$ cat src/rtl/hazard_ctl_pkg.sv
// Shared encodings for the pipeline hazard controller: write-back select,
// forwarding select and shadow-stage field widths.
package hazard_ctl_pkg;

    localparam int WBSEL_W = 2;
    localparam int FWD_W   = 2;

    localparam logic [WBSEL_W-1:0] WB_MEM = 2'd0;
    localparam logic [WBSEL_W-1:0] WB_ALU = 2'd1;
    localparam logic [WBSEL_W-1:0] WB_PC4 = 2'd2;

    localparam logic [FWD_W-1:0] FWD_RF  = 2'd0;
    localparam logic [FWD_W-1:0] FWD_MEM = 2'd1;
    localparam logic [FWD_W-1:0] FWD_WB  = 2'd2;

    function automatic logic is_load_sel(input logic [WBSEL_W-1:0] wbsel);
        return wbsel == WB_MEM;
    endfunction

endpackage

$ cat src/rtl/hazard_fwd_sel.sv
// Forwarding source selection for one EX operand, comparing its register
// against the MEM and WB shadow stages.
module hazard_fwd_sel
    import hazard_ctl_pkg::*;
#(
    parameter int REG_AW = 5
) (
    input  logic              ex_valid,
    input  logic              use_rs,
    input  logic [REG_AW-1:0] rs,
    input  logic              mem_valid,
    input  logic              mem_regwen,
    input  logic              mem_is_load,
    input  logic [REG_AW-1:0] mem_rd,
    input  logic              wb_valid,
    input  logic              wb_regwen,
    input  logic [REG_AW-1:0] wb_rd,
    output logic [FWD_W-1:0]  fwd
);

    // A load sitting in MEM has no result yet; the load-use stall keeps
    // dependants out of EX until it reaches WB, so it is simply skipped here.
    always_comb begin
        fwd = FWD_RF;
        if (ex_valid && use_rs && (rs != '0)) begin
            if (mem_valid && mem_regwen && !mem_is_load && (mem_rd == rs)) begin
                fwd = FWD_MEM;
            end else if (wb_valid && wb_regwen && (wb_rd == rs)) begin
                fwd = FWD_WB;
            end
        end
    end

endmodule

$ cat src/rtl/hazard_ctl.sv
// Pipeline hazard controller: shadows EX/MEM/WB destinations, generates
// load-use stalls, redirect flushes, EX forwarding selects and event counters.
module hazard_ctl
    import hazard_ctl_pkg::*;
#(
    parameter int CNT_W  = 32,
    parameter int REG_AW = 5
) (
    input  logic               clk,
    input  logic               rst,
    input  logic               id_valid,
    input  logic [REG_AW-1:0]  id_rs1,
    input  logic [REG_AW-1:0]  id_rs2,
    input  logic               id_use_rs1,
    input  logic               id_use_rs2,
    input  logic [REG_AW-1:0]  id_rd,
    input  logic               id_regwen,
    input  logic [WBSEL_W-1:0] id_wbsel,
    input  logic               ex_pcsel,
    output logic               stall_if,
    output logic               stall_id,
    output logic               flush_id,
    output logic               flush_ex,
    output logic [FWD_W-1:0]   fwd_a,
    output logic [FWD_W-1:0]   fwd_b,
    output logic [CNT_W-1:0]   stall_cnt,
    output logic [CNT_W-1:0]   flush_cnt
);

    logic              ex_valid, ex_regwen, ex_is_load, ex_use1, ex_use2;
    logic [REG_AW-1:0] ex_rd, ex_rs1, ex_rs2;
    logic              mem_valid, mem_regwen, mem_is_load;
    logic [REG_AW-1:0] mem_rd;
    logic              wb_valid, wb_regwen;
    logic [REG_AW-1:0] wb_rd;

    logic              live_ex;
    logic              redirect;
    logic              luse;
    logic              stall;
    logic [FWD_W-1:0]  sel_a, sel_b;

    // Everything is masked while reset is held so a stall or flush in
    // progress disappears immediately rather than one cycle later.
    assign live_ex  = ex_valid & ~rst;
    assign redirect = ex_pcsel & ~rst;
    assign luse     = live_ex & ex_is_load & ex_regwen & (ex_rd != '0) & id_valid &
                      ((id_use_rs1 & (id_rs1 == ex_rd)) | (id_use_rs2 & (id_rs2 == ex_rd)));
    assign stall    = luse & ~redirect;

    assign stall_if = stall;
    assign stall_id = stall;
    assign flush_id = redirect;
    assign flush_ex = redirect | luse;

    hazard_fwd_sel #(.REG_AW(REG_AW)) u_fwd_a (
        .ex_valid    (live_ex),
        .use_rs      (ex_use1),
        .rs          (ex_rs1),
        .mem_valid   (mem_valid),
        .mem_regwen  (mem_regwen),
        .mem_is_load (mem_is_load),
        .mem_rd      (mem_rd),
        .wb_valid    (wb_valid),
        .wb_regwen   (wb_regwen),
        .wb_rd       (wb_rd),
        .fwd         (sel_a)
    );

    hazard_fwd_sel #(.REG_AW(REG_AW)) u_fwd_b (
        .ex_valid    (live_ex),
        .use_rs      (ex_use2),
        .rs          (ex_rs2),
        .mem_valid   (mem_valid),
        .mem_regwen  (mem_regwen),
        .mem_is_load (mem_is_load),
        .mem_rd      (mem_rd),
        .wb_valid    (wb_valid),
        .wb_regwen   (wb_regwen),
        .wb_rd       (wb_rd),
        .fwd         (sel_b)
    );

    assign fwd_a = sel_a;
    assign fwd_b = sel_b;

    always_ff @(posedge clk) begin
        if (rst) begin
            ex_valid  <= 1'b0;
            mem_valid <= 1'b0;
            wb_valid  <= 1'b0;
            stall_cnt <= '0;
            flush_cnt <= '0;
        end else begin
            wb_valid    <= mem_valid;
            wb_regwen   <= mem_regwen;
            wb_rd       <= mem_rd;
            mem_valid   <= ex_valid;
            mem_regwen  <= ex_regwen;
            mem_is_load <= ex_is_load;
            mem_rd      <= ex_rd;
            // A flushed or empty ID slot enters EX as a bubble; the other
            // fields are don't-care behind a cleared valid.
            ex_valid    <= id_valid & ~flush_ex;
            ex_regwen   <= id_regwen;
            ex_is_load  <= is_load_sel(id_wbsel);
            ex_rd       <= id_rd;
            ex_rs1      <= id_rs1;
            ex_rs2      <= id_rs2;
            ex_use1     <= id_use_rs1;
            ex_use2     <= id_use_rs2;
            if (stall && (stall_cnt != '1)) begin
                stall_cnt <= stall_cnt + CNT_W'(1);
            end
            if (redirect && (flush_cnt != '1)) begin
                flush_cnt <= flush_cnt + CNT_W'(1);
            end
        end
    end

endmodule

$ cat config.mk
export PLATFORM = sky130hd
export DESIGN_NAME = hazard_ctl
export DESIGN_NICKNAME = d
export VERILOG_FILES = /design/src/rtl/hazard_ctl_pkg.sv /design/src/rtl/hazard_fwd_sel.sv /design/src/rtl/hazard_ctl.sv
export SDC_FILE = /design/constraint.sdc
export NUM_CORES = 1
export LEC_CHECK = 0
export BUFFER_PORTS_ARGS = -buffer_cell sky130_fd_sc_hd__buf_2
export CORE_MARGIN = 8
export CORE_UTILIZATION = 30
export DETAILED_ROUTE_END_ITERATION = 12
export SLEW_MARGIN = 20
export SYNTH_ARGS = -nofsm -noshare
export SYNTH_HDL_FRONTEND = slang
export SYNTH_SLANG_ARGS = --single-unit
$ cat constraint.sdc
create_clock -name clk -period 5.1 [get_ports clk]
set_input_delay 0.255 -clock clk [delete_from_list [all_inputs] [get_ports clk]]
set_output_delay 0.255 -clock clk [all_outputs]
set_load 0.02 [all_outputs]
### Word-level counts from Yosys, hierarchy flattened

Cells that the tools add are included.

| storage, ports and cells | value |
|---|---|
| register bits | 99 |
| bits of input ports | 24 |
| output and inout bits | 72 |
| logic and storage cells | 67 |

| cells by class | value |
|---|---|
| add/sub/neg operators | 2 |
| eq/ne operators | 8 |
| muxes and demuxes | 6 |
| bitwise gates (word level) | 16 |
| reduce and logical (&&, ||, !) cells | 18 |

Operator list:

| operator | number |
|---|---|
| $add A32 B1 Y32 const B | 2 |
| $ne A32 B32 Y1 const B | 2 |
| $eq A5 B5 Y1 | 6 |
| $reduce_bool A5 Y1 | 3 |
| $logic_and A1 B1 Y1 | 13 |
| $mux W2 | 6 |
| $and A1 B1 Y1 | 11 |
| $not A1 Y1 | 3 |
| $logic_not A2 Y1 | 1 |
| $or A1 B1 Y1 | 2 |
| $logic_not A1 Y1 | 1 |

### Logic depth before layout (Yosys ltp)

| depth | value |
|---|---|
| depth in word-level cells | 10 |
| mapped depth | 10 |
| gate-level depth less buffers | 7 |

### By module

A second synthesis with hierarchy kept.

| unflattened totals | value |
|---|---|
| cell total of the unflattened synthesis | 487 |
| area, all modules | 4755.8 µm² |

By module, submodules not included:

| module | instances | cells an instance | area an instance (µm²) | seq. area each (µm²) |
|---|---|---|---|---|
| hazard_ctl | 1 | 449 | 4455.5 | 2302.2 |
| hazard_fwd_sel | 2 | 19 | 150.1 | 0.0 |

### Worst setup path after synthesis

No wires, ideal clock.

| timing | value |
|---|---|
| kind | reg-to-reg |
| start | reg stall_cnt[0] |
| end | reg stall_cnt[20] |
| setup time | 0.121 ns |
| arrival | 2.242 ns |
| data required time | 4.979 ns |
| setup slack | 2.738 ns |
| cell stages (with the launch flop) | 10 |
| path buffers | 2 |
| clock period less this slack | 2.362 ns |
| cell sequence | dfxtp_1 > ha_1 > and3_1 > and3_1 > buf_2 > a311oi_2 > nand2_2 > clkbuf_2 > nor4_1 > mux2_2 |

| between the ends | value |
|---|---|
| cells in the longest elaborated chain, start to end | 2 |
| elaborated cells on any way between the ends | 3 |
| those cells by class | 1 x add/sub; 1 x eq/ne; 1 x reduce/logical |

RTL lines:

| what | line | source |
|---|---|---|
| from (decl) | hazard_ctl.sv:26 | `output logic [CNT_W-1:0] stall_cnt,` |
| from (signal assigned) | hazard_ctl.sv:113 | `stall_cnt <= stall_cnt + CNT_W'(1);` |
| branches (longest 2 deep; another with $add A32 B1 Y32) | -- |  |

Parallel ways; which one is timed is not known.
A chain may end at the register's enable or synchronous reset.

### Worst setup path in the final report

| timing | value |
|---|---|
| start | reg ex_rd[1] |
| end | reg stall_cnt[22] |

| between the ends | value |
|---|---|
| cells in the longest elaborated chain, start to end | 6 |
| elaborated cells on any way between the ends | 11 |
| those cells by class | 2 x eq/ne; 7 x bitwise; 2 x reduce/logical |

RTL lines:

| what | line | source |
|---|---|---|
| from (decl) | hazard_ctl.sv:31 | `logic [REG_AW-1:0] ex_rd, ex_rs1, ex_rs2;` |
| from (signal assigned) | hazard_ctl.sv:107 | `ex_rd <= id_rd;` |
| $eq A5 B5 Y1 / $reduce_bool A5 Y1 (equally long branches) | hazard_ctl.sv:48, hazard_ctl.sv:47 |  |
| $and A1 B1 Y1, on equally long branches | hazard_ctl.sv:48, hazard_ctl.sv:47 |  |
| $or A1 B1 Y1 / $and A1 B1 Y1 (equally long branches) | hazard_ctl.sv:48, hazard_ctl.sv:47 |  |
| $and A1 B1 Y1 * | hazard_ctl.sv:47 | `assign luse = live_ex & ex_is_load & ex_regwen & (ex_rd != '0) & id_valid &` |
| $and A1 B1 Y1 * | hazard_ctl.sv:49 | `assign stall = luse & ~redirect;` |
| $logic_and A1 B1 Y1 * | hazard_ctl.sv:112 | `if (stall && (stall_cnt != '1)) begin` |

Mark *: on every way between the ends. The rest lies on a longest branch, timed or not.

==> flow_summary.yaml <==
status:
  status: "finished clean"
detailed_routing:
  wire_per_inst_um: 16.1
  remaining_drc_errors: 0
  vias: 3961
  first_pass_iters: 4
  vias_per_cell: 5.16
  routed_wirelength_um: 12400
  drt_iter0_markers: 207
  ant_nets: 0
die:
  core_um2: 15200
  floorplan.die.width_um: 141
  die_h_um: 141
  start_util: 0.307
  die_area_um2: 19800
  ios: 96
  rows: 45
logic_synthesis:
  postSynthAreaPerCell_um2: 9.69
  ys.warnings.count: 0
  synth-seq-area-share: 0.494
  synth-edff-count: 32
  ys_async_sr_fraction: 0
  synth-seq-cells: 99
  syn_inst: 481
  ys_types: 49
  synthTopCellsByArea: "dfxtp_1, edfxtp_1, xnor2_1"
  synth_fp_nets: 507
  synth_top_area_frac: 0.288
  synthesis.area_um2: 4660
  synth_ff_type: "dfxtp_1"
  synth_top_cell_by_area: "dfxtp_1"
worst_setup_path:
  r2r_slack_ns: 2.40
  arrival_ns: 2.98
  required_ns: 5.38
  cp_cell_sequence: "xnor2_1 > nand4_1 > o22ai_1 > nand2_2 > or4_1 > a21oi_1"
  slowest_stage: "or4_1"
  timing.rr.start: "ex_rd[1]"
  cp-end-kind: "register"
  worst_r2r_endpoint: "stall_cnt[22]"
  r2r_cells: 6
  cp_slowest_stage_delay_ns: 0.61
  cp_max_fo: 33
  path_class: "reg2reg"
  start_kind: "register"
sta:
  worst_pin_slew_ns: 0.860
  fmax_ghz: 0.370
  hold_viol: 0
  period_share: 0.530
  period_minus_slack_ns: 2.70
  grt_setup_unrepaired: "false"
  finClkSkew_ns: 0.0128
  slew_violations: 0
  setup_viol: 0
  setup_tns_ns: 0
  fin_hold_ws_ns: 0.0919
  maxSlewHeadroom: 0.422
global_routing:
  grt_overflow_total: 0
  antenna_found_initial: 0
  grt_max_degree: 38
  busiest_layer: "met2"
  grt_pass1_vias: 3961
  grt_use_met2: 0.206
  use_met1: 0.151
  grt_first_pass_wirelength_um: 20000
  met3_usage: 0.0290
  grt_use_total: 0.125
layout:
  multi_input_area_um2: 2250
  layout_common_cells: "buf_2, dfxtp_1, nor2_1, xnor2_1, nand2_1"
  fill_cells: 1519
  finish.instance_area_um2: 5620
  syn_to_final_growth_pct: 20.6
  diodes: 0
  regArea_um2: 2300
  final_common_cell: "buf_2"
  drive_gt1_frac: 0.212
  nNetsFinal: 600
place:
  finalWeightedCongestion: 0.821
  place_area_um2: 5310
  dpl.hpwl_um: 9200
  io_buffers: 95
run:
  drv_cap: 0
power:
  p_per_area_nw_per_um2: 293
  vdd_ir_drop_max_v: 0.000144
  p_leak_nw: 2.03
  p_total_mw: 1.65
clock_tree:
  clkSinkCount: 99
  h-tree-depth: 3
  cts_setup_buffers: 0
  root_buffer: "clkbuf_16"
  cts_buffers: 9
  cts_resized: 0
  cts_tree: "yes"
  clk_pin_slew_ns: 0.07
  clock_latency_ns: 0.34
  hold_buffers: 0
  clock_path_buffers: 2
worst_hold_path:
  hp-start: "id_rd[4]"
  holdPathStages: 1
  hold_class: "in2reg"
  min_to: "ex_rd[4]"
## cells in the mapped netlist (all sizes together), types with 3 or more instances
master / n
a21oi: 31
a311oi: 3
and3: 9
and4: 6
buf: 7
clkbuf: 8
dfxtp: 67
edfxtp: 32
inv: 8
nand2: 35
nand3: 27
nand4: 21
nor2: 39
nor2b: 3
nor3: 13
nor3b: 3
nor4: 14
o211ai: 4
o21ai: 28
o31ai: 8
or3: 27
or4: 13
xnor2: 36
xor2: 21
## worst max-delay path by stage
| stage | start | endpoint | slack (ns) | depth (start not counted) |
|---|---|---|---|---|
| 6_report | ex_rd[1] | stall_cnt[22] | 2.40 | 6 |
| 5_1_grt | ex_rd[1] | stall_cnt[22] | 2.10 | 6 |
| 4_1_cts | ex_rd[1] | flush_ex | 2.30 | 6 |
| 3_5_place_dp | rst | stall_cnt[20] | 2.25 | 7 |
| 3_3_place_gp | rst | stall_cnt[22] | 2.34 | 7 |
| 2_1_floorplan | stall_cnt[0] | stall_cnt[20] | 2.74 | 9 |
## per-layer routing
metal / vias to the layer above / part of all wire
met5: - / 0
met4: 0 / 0.020
met3: 19 / 0.042
met2: 90 / 0.49
met1: 1884 / 0.45
li1: 1968 / -
## power breakdown
group | switching [mW] | internal [mW]
sequential | 0.0207 | 0.838
combinational | 0.0408 | 0.0315
clock | 0.287 | 0.432
total | 0.348 | 1.30
## stage by stage
step / utilization / instances / setup slack (ns)
floorplan: - / 481 / 2.74
global placement: 0.349 / 751 / 2.34
detailed placement: 0.349 / 751 / 2.25
CTS: 0.370 / 767 / 2.30
global route: 0.370 / 767 / 2.10
finish: 0.370 / 767 / 2.40
## cell families after synthesis
| kind of cell | Yosys count | synth area share |
|---|---|---|
| muxes | 3 | 0.00671 |
| adders and majority gates | 2 | 0.00537 |
| and+or+nand+nor | 220 | 0.269 |
| AOI/OAI and AO/OA | 77 | 0.0948 |
| DFF | 99 | 0.494 |
| xor gates and xnor gates | 57 | 0.107 |
| buffers and inverters | 23 | 0.0231 |
## state kept, by name, summed over array words and instances, names as in the netlist
register and flops:
flush_cnt 32, wb_rd 5, ex_is_load 1, wb_regwen 1
mem_is_load 1, ex_valid 1, ex_rd 5, mem_valid 1
mem_regwen 1, ex_regwen 1, ex_use2 1, ex_rs1 5
mem_rd 5, wb_valid 1, stall_cnt 32, ex_rs2 5
ex_use1 1
## critical path, delay by kind of cell, from the launching register on
family / cells / cell delay [ns]
XOR/XNOR: 1 / 0.20
flip-flops: 1 / 0.45
AND/OR/NAND/NOR: 3 / 1.25
AO/OA/AOI/OAI: 2 / 0.74
## layout make-up
class / instances / share of cell area
repair buffers: 97 / 0.0873
clock inverters: 4 / 0.0136
multi-input cells: 359 / 0.400
inverters: 8 / 0.00534
flip-flops and latches: 99 / 0.410
well taps: 188 / 0.0419
clock buffers: 12 / 0.0421
(Power assumes the default switching activity.)
